File: src/rtl/seg_scroll_ctrl.sv
// rtl/seg_scroll_ctrl.sv - rotating digit-row generator with prescaled step tick, direction, load and position tracking.
// Optional home-position dwell is built when SCROLL_DWELL_EN is defined.
module seg_scroll_ctrl #(
    parameter int                     DIGITS      = 6,
    parameter int                     DW          = 4,
    parameter int                     CLK_HZ      = 50_000_000,
    parameter int                     STEP_HZ     = 1,
    parameter logic [DIGITS*DW-1:0]   INIT        = 24'h012345,
    parameter int                     PAUSE_STEPS = 2
) (
    input  logic                        clk,
    input  logic                        rst,
    input  logic                        en,
    input  logic                        dir,
    input  logic [1:0]                  speed,
    input  logic                        load,
    input  logic [DIGITS*DW-1:0]        load_data,
    output logic [DIGITS*DW-1:0]        data_out,
    output logic [$clog2(DIGITS)-1:0]   pos,
    output logic                        step,
    output logic                        wrap
);

    localparam int W    = DIGITS * DW;
    localparam int PW   = $clog2(DIGITS);
    localparam int BASE = CLK_HZ / STEP_HZ;
    localparam int CW   = $clog2(BASE);

    localparam logic [CW-1:0] LIM0    = CW'(BASE - 1);
    localparam logic [CW-1:0] LIM1    = CW'((BASE >> 1) - 1);
    localparam logic [CW-1:0] LIM2    = CW'((BASE >> 2) - 1);
    localparam logic [CW-1:0] LIM3    = CW'((BASE >> 3) - 1);
    localparam logic [PW-1:0] POS_MAX = PW'(DIGITS - 1);

    if (((CLK_HZ / STEP_HZ) >> 3) < 1 || DIGITS < 2 || PAUSE_STEPS < 0) begin : g_bad_cfg
        $error("seg_scroll_ctrl: invalid parameter set");
    end

    logic [CW-1:0] cnt_q, cnt_d;
    logic [W-1:0]  data_q, data_d;
    logic [PW-1:0] pos_q, pos_d;
    logic          step_q, step_d;
    logic          wrap_q, wrap_d;
    logic [CW-1:0] lim;
    logic          tick;
    logic          shift;

`ifdef SCROLL_DWELL_EN
    localparam int DCW = (PAUSE_STEPS < 1) ? 1 : $clog2(PAUSE_STEPS + 1);
    typedef enum logic {RUN, DWELL} state_t;
    state_t         state_q, state_d;
    logic [DCW-1:0] dwell_q, dwell_d;
`endif

    always_comb begin
        case (speed)
            2'd0:    lim = LIM0;
            2'd1:    lim = LIM1;
            2'd2:    lim = LIM2;
            default: lim = LIM3;
        endcase

        tick = en && (cnt_q == lim);
        // A count already past a newly shortened limit restarts without ticking.
        cnt_d = (load || !en || cnt_q >= lim) ? '0 : cnt_q + 1'b1;

        data_d = data_q;
        pos_d  = pos_q;
        step_d = 1'b0;
        wrap_d = 1'b0;
        shift  = tick;
`ifdef SCROLL_DWELL_EN
        state_d = state_q;
        dwell_d = dwell_q;
        if (state_q == DWELL) shift = 1'b0;
`endif

        if (load) begin
            data_d = load_data;
            pos_d  = '0;
`ifdef SCROLL_DWELL_EN
            state_d = RUN;
            dwell_d = '0;
`endif
        end else if (shift) begin
            if (!dir) begin
                data_d = {data_q[DW-1:0], data_q[W-1:DW]};
                pos_d  = (pos_q == POS_MAX) ? '0 : pos_q + 1'b1;
            end else begin
                data_d = {data_q[W-DW-1:0], data_q[W-1:W-DW]};
                pos_d  = (pos_q == '0) ? POS_MAX : pos_q - 1'b1;
            end
            step_d = 1'b1;
            wrap_d = (pos_d == '0);
`ifdef SCROLL_DWELL_EN
            if (wrap_d && PAUSE_STEPS > 0) begin
                state_d = DWELL;
                dwell_d = DCW'(PAUSE_STEPS);
            end
        end else if (tick && state_q == DWELL) begin
            if (dwell_q <= DCW'(1)) begin
                state_d = RUN;
                dwell_d = '0;
            end else begin
                dwell_d = dwell_q - 1'b1;
            end
`endif
        end
    end

    always_ff @(posedge clk or posedge rst) begin
        if (rst) begin
            cnt_q   <= '0;
            data_q  <= INIT;
            pos_q   <= '0;
            step_q  <= 1'b0;
            wrap_q  <= 1'b0;
`ifdef SCROLL_DWELL_EN
            state_q <= RUN;
            dwell_q <= '0;
`endif
        end else begin
            cnt_q   <= cnt_d;
            data_q  <= data_d;
            pos_q   <= pos_d;
            step_q  <= step_d;
            wrap_q  <= wrap_d;
`ifdef SCROLL_DWELL_EN
            state_q <= state_d;
            dwell_q <= dwell_d;
`endif
        end
    end

    assign data_out = data_q;
    assign pos      = pos_q;
    assign step     = step_q;
    assign wrap     = wrap_q;

endmodule

File: config.mk
export PLATFORM = sky130hd
export DESIGN_NAME = seg_scroll_ctrl
export DESIGN_NICKNAME = d
export VERILOG_FILES = /design/src/rtl/seg_scroll_ctrl.sv
export SDC_FILE = /design/constraint.sdc
export NUM_CORES = 1
export LEC_CHECK = 0
export BUFFER_PORTS_ARGS = -buffer_cell sky130_fd_sc_hd__buf_2
export CAP_MARGIN = 30
export CELL_PAD_IN_SITES_DETAIL_PLACEMENT = 1
export CELL_PAD_IN_SITES_GLOBAL_PLACEMENT = 2
export CORE_ASPECT_RATIO = 0.6
export CORE_MARGIN = 2
export CORE_UTILIZATION = 34
export CTS_CLUSTER_SIZE = 20
export DETAILED_ROUTE_END_ITERATION = 12
export PLACE_DENSITY = 0.92
export REMOVE_ABC_BUFFERS = 1
export SLEW_MARGIN = 0
export SYNTH_ARGS = -nofsm -noshare
export SYNTH_HDL_FRONTEND = slang
export SYNTH_SLANG_ARGS = --single-unit
export TNS_END_PERCENT = 50
File: constraint.sdc
create_clock -name clk -period 2.4 [get_ports clk]
set_input_delay 0.12 -clock clk [delete_from_list [all_inputs] [get_ports clk]]
set_output_delay 0.12 -clock clk [all_outputs]
set_load 0.005 [all_outputs]
After elaboration in Yosys (flattened, before gate mapping)
Index checks and enable logic that the tools add are counted.
- add/sub/neg operators: 3
- $lt $le $gt $ge: 1
- equal/unequal tests: 4
- muxes and demuxes: 16
- reduce and logical (&&, ||, !) cells: 8
- operators by type and width (operator ; count):
    $pmux 26 s3 ; 1
    $mux 24 ; 3
    $add 26x1->26 const B ; 1
    $eq 26x26->1 ; 1
    $ge 26x26->1 ; 1
    $mux 26 ; 1
    $mux 3 ; 7
    $logic_not 3->1 ; 2
    $mux 1 ; 4
    $add 3x1->3 const B ; 1
    $eq 3x3->1 const B ; 1
    $sub 3x1->3 const B ; 1
    $eq 2x1->1 const B ; 1
    $eq 2x2->1 const B ; 1
    $logic_not 2->1 ; 1
    $logic_or 1x1->1 ; 2
    $reduce_bool 2->1 ; 1
    $logic_and 1x1->1 ; 1
    $logic_not 1->1 ; 1
- flip-flop bits (word level): 55
- bits of input ports: 31

Logic depth before layout (Yosys ltp)
Gate-level depths: netlist of run 1.
- word-level depth: 9
- mapped depth: 10
- mapped depth without buffers: 9

Least setup slack after synthesis of run 1
No wires, ideal clock.
- path type: reg-to-reg
- from: reg cnt_q[15]
- to: reg cnt_q[12]
- library setup time: 119 ps
- arrival: 1685 ps
- data required time: 2281 ps
- slack: 596 ps
- cell stages (with the launch flop): 8
- buffers on the path: 1
- period minus slack after synthesis: 1804 ps
- cell sequence: dfrtp_1 -> ha_1 -> nand4_1 -> nor3_2 -> a221oi_2 -> o211ai_4 -> buf_4 -> nor2_1
- cells in the longest elaborated chain, start to end: 3
- RTL lines (what ; line ; text):
    from (decl) ; 39 ; logic [CW-1:0] cnt_q, cnt_d;
    from (signal assigned) ; 123 ; cnt_q <= cnt_d;
    $ge 26x26->1 ; 65 ; cnt_d = (load || !en || cnt_q >= lim) ? '0 : cnt_q + 1'b1;
    $logic_or 1x1->1 ; 65 ;
    $mux 26 ; 65 ;
    net cnt_d[12] ; 39 ;
The timed path passes the listed nets, and every way through them passes these cells.
A chain may end at the register's enable or synchronous reset.

Worst setup path after layout of run 1
- from: reg cnt_q[16]
- to: reg cnt_q[4]
Same word-level chain as after synthesis.

==> results of run 1 <==
[kinds of logic after synthesis]
kind of cell | Yosys count
AND/OR/NAND/NOR | 149
AO/OA/AOI/OAI | 68
flip-flops | 55
buffers and inverters | 29
adder cells (fa/ha/maj) | 19
multiplexers | 25
XOR/XNOR | 24
[through the flow]
step | setup slack, ps | total power [mW] | std cells | hold WS (ps) | util, %
floorplan | 59.8 | 1.21 | 351 | 291 | -
global placement | 282 | 1.37 | 545 | 252 | 40.4
detailed placement | 140 | 1.38 | 545 | 256 | 40.4
CTS | 280 | 2.16 | 554 | 95.6 | 42.1
global route | 157 | 2.25 | 554 | 100 | 42.1
finish | 293 | 2.13 | 554 | 101 | 42.1
[layer usage]
| layer | global-route usage, % | wire [um] |
|---|---|---|
| met5 | 0 | 0 |
| met4 | 4.57 | 93 |
| met3 | 3.35 | 267 |
| met2 | 27.2 | 3830 |
| met1 | 24.3 | 4500 |
[worst paths after layout]
kind / end / slack (ps) / depth (start not counted)
min reg2reg: cnt_q[0] / 490 / 1
max reg2reg: cnt_q[4] / 290 / 7
max: cnt_q[4] / 290 / 7
max in group asynchronous: data_out[16] / 1280 / 4
min: data_out[16] / 100 / 3
min in group asynchronous: data_out[10] / 470 / 3
[flip-flops by register name, indices dropped and copies added (netlist names)]
| signal | count |
|---|---|
| cnt_q | 26 |
| data_out | 24 |
| pos | 3 |
| step | 1 |
| wrap | 1 |
[where the power goes]
group          total [mW]  internal, mW  leakage (nW)  switching [mW]
Clock               0.767         0.418        0.0731           0.349
Sequential           1.05         0.990         0.720          0.0599
Combinational       0.313         0.139          1.10           0.173
Total                2.13          1.55          1.89           0.582
[area by class of cell]
class	instances	area (um^2)	area share, %
Timing Repair Buffer	65	368	9.37
Multi-Input combinational cell	285	1820	46.2
Sequential cell	55	1390	35.3
Inverter	11	41.3	1.05
Clock buffer	6	139	3.54
Clock inverter	2	16.3	0.414
Tap cell	130	163	4.14
[synth_stat cells, drive strengths merged]
master and number:
nor2 63, dfrtp 48, nand2 42, o21ai 33
a21oi 29, mux2i 25, ha 19, xor2 17
nand3 13, nand4 13, clkbuf 12, inv 11
dfstp 7, xnor2 7, buf 6, and3 4
nor3 4, nor4 3, a41oi 2, and2 2
and4 2, a21boi 1, a221oi 1, nand4bb 1
nor2b 1, nor4b 1, o211ai 1, o31ai 1
[worst max-delay path, stage by stage (launching register included)]
cell	delay [ps]
dfrtp_1	450
ha_1	370
nand4_1	150
nor3_2	380
a221oi_2	130
o211ai_4	200
buf_4	240
nor2_1	70
==> reports/qor.yml, run 1 <==
clock_network:
  insertion_delay_ps: 300
  clockBufferDepth: 2
  post_cts_resized: 0
  h-tree-depth: 2
  hold_buffers: 1
  clkSlewWorstSetupHoldPaths_ps: 70
  root_buffer: "clkbuf_16"
  numCtsBuffers: 5
  cts_tree: "done"
  post_cts_buffers: 0
  numClockSinks: 55
timing:
  slew_headroom_pct: 43.2
  finalHoldViolCount: 0
  slew_violations: 0
  setup_viol: 0
  worstMarginPinSlew_ps: 852
  period_share_pct: 87.8
  layout_min_cycle_time_ps: 2110
  setup_tns_ps: 0
  fmax_ghz: 0.475
  grt_setup_unrepaired: "no"
  finalClockSkew_ps: 8.91
yosys:
  synth_fa_ha_area_share_pct: 7.18
  ys_types: 34
  synth_compound_area_share_pct: 11.8
  netlist_area_mm2: 0.00331
  yosysTopAreaCell: "dfrtp_1"
  synth_mux_area_share_pct: 7.56
  avgSynthCellArea_um2: 8.97
  synth_top_cells_by_area: "dfrtp_1 36%, mux2i_1 7.6%, ha_1 7.2%, nor2_1 7.1%, dfstp_2 5.6%"
  synth_top_family_by_area: "simple AND/OR/NAND/NOR gates"
  yosys_warnings: 0
  seq_area_frac_synth_pct: 41.8
  synth_simple_gate_area_share_pct: 21.6
  synthDominantCellAreaShare_pct: 36.3
  synthCells: 369
  synth-seq-cells: 55
  synth-xor-area-share_pct: 6.35
floorplanning:
  initial_utilization_pct: 35.5
  placementRows: 27
  core-area_mm2: 0.00932
  die_w_um: 131
  die_area_mm2: 0.0106
  io_pins: 60
  fp.dieH_um: 80.4
detailed_routing:
  drt-total-wl_mm: 8.70
  vias_per_cell: 5.03
  drc_errors: 0
  vias: 2786
  wl_per_cell_um: 15.7
  drtIter0Drc: 83
  drt_pass1_iterations: 4
  final_antenna_net_count: 0
setup_path:
  crit_type: "flop to flop"
  crit_path_end_kind: "flop"
  startpoint: "cnt_q[16]"
  cp.arrival_ps: 2290
  timing.rr.start: "cnt_q[16]"
  cp_data_required_time_ps: 2580
  crit_fanout: 15
  critPathLaunchType: "flop"
layout:
  n_fill_cell: 1147
  area_growth_pct: 18.6
  final_cell_mix: "63 x nor2_1, 59 x buf_2, 48 x dfrtp_1"
  drive_above_1_share_pct: 21.2
  final_common_cell: "nor2_1"
  stdcell_area_mm2: 0.00393
  num_antenna_cells: 0
  nets: 473
grt:
  grt_usage_pct: 17.2
  grt_max_degree: 52
  antenna_found_initial: 0
  grt_pass1_wl_mm: 14.5
  grt_pass1_vias: 2919
  grt.overflow.total: 0
worst_hold_path:
  min_path_type: "primary input to flop"
  hp-start: "load_data[16]"
place:
  dp_hpwl_mm: 6.43
  placed_cell_area_mm2: 0.00376
  port_buffers: 59
  place_congestion: 0.871
power:
  leakagePower_nw: 1.89
  vdd_drop_max_uv: 282
  p_per_area_mw_per_mm2: 542
status:
  status: "finished clean"
flow_run:
  maxCapViolations: 0
No activity file was read; power rests on OpenSTA's default activity.
==> run 2, diff against run 1 <==
Settings changed: ABC_AREA from default to 1, CORE_UTILIZATION 34 to 32, CTS_BUF_LIST from default to sky130_fd_sc_hd__clkbuf_8, PLACE_DENSITY 0.92 to 0.94.
==> run 2 against run 1 <==
Setup slack improved by 120 ps. Die area up 18%. Non-clock buffer count up 3. Critical path type unchanged.
==> reports/qor.yml, run 2 <==
detailed_routing:
  vias: 3711  # +33%
  final_antenna_net_count: 0  # unchanged
  drt_pass1_iterations: 4  # unchanged
  drc_errors: 0  # unchanged
  drtIter0Drc: 208  # +150%
  vias_per_cell: 4.85  # -3.5%
  wl_per_cell_um: 15.1  # -3.5%
  drt-total-wl_mm: 11.6  # +33%
setup_path:
  cp_data_required_time_ps: 2620  # +40 ps
  crit_chain: "ha_1, inv_1, nor2_1, nand4_1, nor2_1, nand3_1, buf_4, nand3_1, nand2_1"
  ff2ff_path_depth: 9  # +2
  critPathLaunchType: "flop"
  crit_fanout: 29  # +14
  slowest_stage: "dfrtp_1"
  cp.arrival_ps: 2210  # -80 ps
  cp.depth: 9  # +2
  path_buf_inv: 2  # +1
  slowest_delay_ps: 440  # about the same
  rrSetupSlack_ps: 410  # +120 ps
  crit_path_end_kind: "flop"
  crit_type: "flop to flop"
  crit_family: "simple AND/OR/NAND/NOR gates"
power:
  leakagePower_nw: 2.18  # +16%
  vdd_drop_max_uv: 219  # -22%
  p_per_area_mw_per_mm2: 461  # -15%
worst_hold_path:
  whs_path_depth: 3  # unchanged
  min_path_type: "primary input to flop"
grt:
  grt_pass1_wl_mm: 18.6  # +28%
  grt_pass1_vias: 3623  # +24%
  grt_usage_pct: 18.9  # +1.7 points
  grt_max_degree: 46  # -12%
  antenna_found_initial: 0  # unchanged
  grt.overflow.total: 0  # unchanged
floorplanning:
  placementRows: 30  # +11%
  io_pins: 60  # unchanged
  die_w_um: 143  # +8.9%
  die_area_mm2: 0.0125  # +18%
  core-area_mm2: 0.0113  # +21%
  fp.dieH_um: 87.5  # +8.7%
  initial_utilization_pct: 32.9  # -2.6 points
timing:
  layout_min_cycle_time_ps: 1990  # -121 ps
  worstMarginPinSlew_ps: 745  # -107 ps
  grt_setup_unrepaired: "no"
  setup_viol: 0  # unchanged
  fmax_ghz: 0.503  # +6.1%
  slew_headroom_pct: 50.3  # +7.1 points
  slew_violations: 0  # unchanged
  period_share_pct: 82.8  # -5.0 points
  finalHoldViolCount: 0  # unchanged
  finalClockSkew_ps: 20.2  # +11.2 ps
  setup_tns_ps: 0  # unchanged
place:
  place_congestion: 0.862  # -0.99%
  dp_hpwl_mm: 8.88  # +38%
  port_buffers: 59  # unchanged
  dp_cells: 756  # +39%
clock_network:
  post_cts_resized: 0  # unchanged
  insertion_delay_ps: 330  # +30 ps
  clockBufferDepth: 2  # unchanged
  clkSlewWorstSetupHoldPaths_ps: 120  # +50 ps
  h-tree-depth: 2  # unchanged
  post_cts_buffers: 0  # unchanged
  numCtsBuffers: 5  # unchanged
  numClockSinks: 55  # unchanged
  cts_tree: "done"
  root_buffer: "clkbuf_8"
  hold_buffers: 1  # unchanged
layout:
  fin_util_pct: 37.9  # -4.2 points
  final_cell_mix: "186 x nand2_1, 79 x nor2_1, 59 x buf_2"
  area_growth_pct: 15.2
  drive_above_1_share_pct: 14.7  # -6.5 points
  layoutNonFillerInstCount: 765  # +38%
  num_antenna_cells: 0  # unchanged
  top_register: "cnt_q"
  nets: 654  # +38%
  final_common_cell: "nand2_1"
  largest_reg_flops: 26  # unchanged
flow_run:
  maxCapViolations: 0  # unchanged
yosys:
  ys.flop_type: "dfrtp_1"
  async_flop_share_pct: 100  # unchanged
  avgSynthCellArea_um2: 6.74  # -25%
  synth_top_cells_by_area: "dfrtp_1 32%, nand2_1 19%, nor2_1 8.0%, ha_1 6.4%, nand3_1 6.1%"
  yosysTopAreaCell: "dfrtp_1"
  synth_mux_area_share_pct: 0  # -7.6 points
  synthDominantCellAreaShare_pct: 32.3  # -4.0 points
  synth-seq-cells: 55  # unchanged
  synth_common_cells: "186 x nand2_1, 79 x nor2_1, 55 x inv_1"
  synth-xor-area-share_pct: 3.77  # -2.6 points
  synth_simple_gate_area_share_pct: 36.2  # +15 points
  synth_compound_area_share_pct: 7.85  # -4.0 points
  synth_fa_ha_area_share_pct: 6.40  # -0.78 points
  synth_top_family_by_area: "simple AND/OR/NAND/NOR gates"
  netlist_area_mm2: 0.00372  # +12%
  synth.most_common_cell: "nand2_1"
  synthCells: 551  # +49%
  synth-edff-count: 0  # unchanged
  yosys_warnings: 0  # unchanged
  ys_types: 28  # -18%
  seq_area_frac_synth_pct: 37.3  # -4.6 points
status:
  status: "finished clean"
-- run 2: cell types whose count changed in the layout (fill, tap and decap cells not counted), moves of 5 or more --
cell and delta:
a21oi_1 -24, clkbuf_16 -5, mux2i_1 -25, o21ai_0 +7, inv_1 +44, a31oi_1 +8, nand3_1 +32, xor2_1 -8
nand2_1 +144, nor2_1 +16
-- run 2: tightest hold or removal path, delay by kind of cell --
family	cells	cell delay, ps
AND/OR/NAND/NOR	2	140
buffers and inverters	1	120
-- run 2: through the flow --
step | area, um^2 | total power [mW] | hold WS (ps) | setup WS (ps)
5_1_grt | 4280 | 2.09 | 63.4 | 253
4_1_cts | 4280 | 2.00 | 54.1 | 418
6_report | 4280 | 1.97 | 64.3 | 413
3_3_place_gp | 4180 | 1.42 | 280 | 472
2_1_floorplan | 3610 | 1.26 | 186 | 79.3
3_5_place_dp | 4180 | 1.44 | 288 | 294
-- run 2: cell type report --
type | instances | area, um^2
Clock inverter | 3 | 22.5
Tap cell | 160 | 200
Clock buffer | 5 | 68.8
Sequential cell | 55 | 1390
Multi-Input combinational cell | 418 | 2010
Inverter | 56 | 211
Fill cell | 1451 | 7020
Timing Repair Buffer | 68 | 378
-- run 2: logic make-up (layout without fill, tap and decap cells) --
logic type | after synthesis | count (layout)
DFF | 55 | 55
AOI/OAI and AO/OA | 54 | 54
buffers and inverters | 78 | 132
xor gates and xnor gates | 16 | 16
adders and majority gates | 19 | 19
and+or+nand+nor | 329 | 329
-- run 2: worst paths after layout --
kind	startpoint	end
min	en	pos[2]
min in group asynchronous	rst	data_out[17]
min reg2reg	data_out[8]	data_out[8]
max	cnt_q[9]	data_out[3]
max in group asynchronous	rst	cnt_q[25]
max reg2reg	cnt_q[9]	data_out[3]
-- run 2: metal layers --
layer,share of wire [%],wire length [um],global-route usage [%]
met1,53,6100,30.4
met2,42,4870,26.8
met3,4.9,562,2.36
met4,0.41,48,3.06
met5,0,0,0
-- run 2: where the power goes --
group | switching (mW) | internal [mW] | leakage, nW
logic | 0.215 | 0.147 | 1.42
registers | 0.0620 | 0.993 | 0.713
clock network | 0.347 | 0.211 | 0.0485
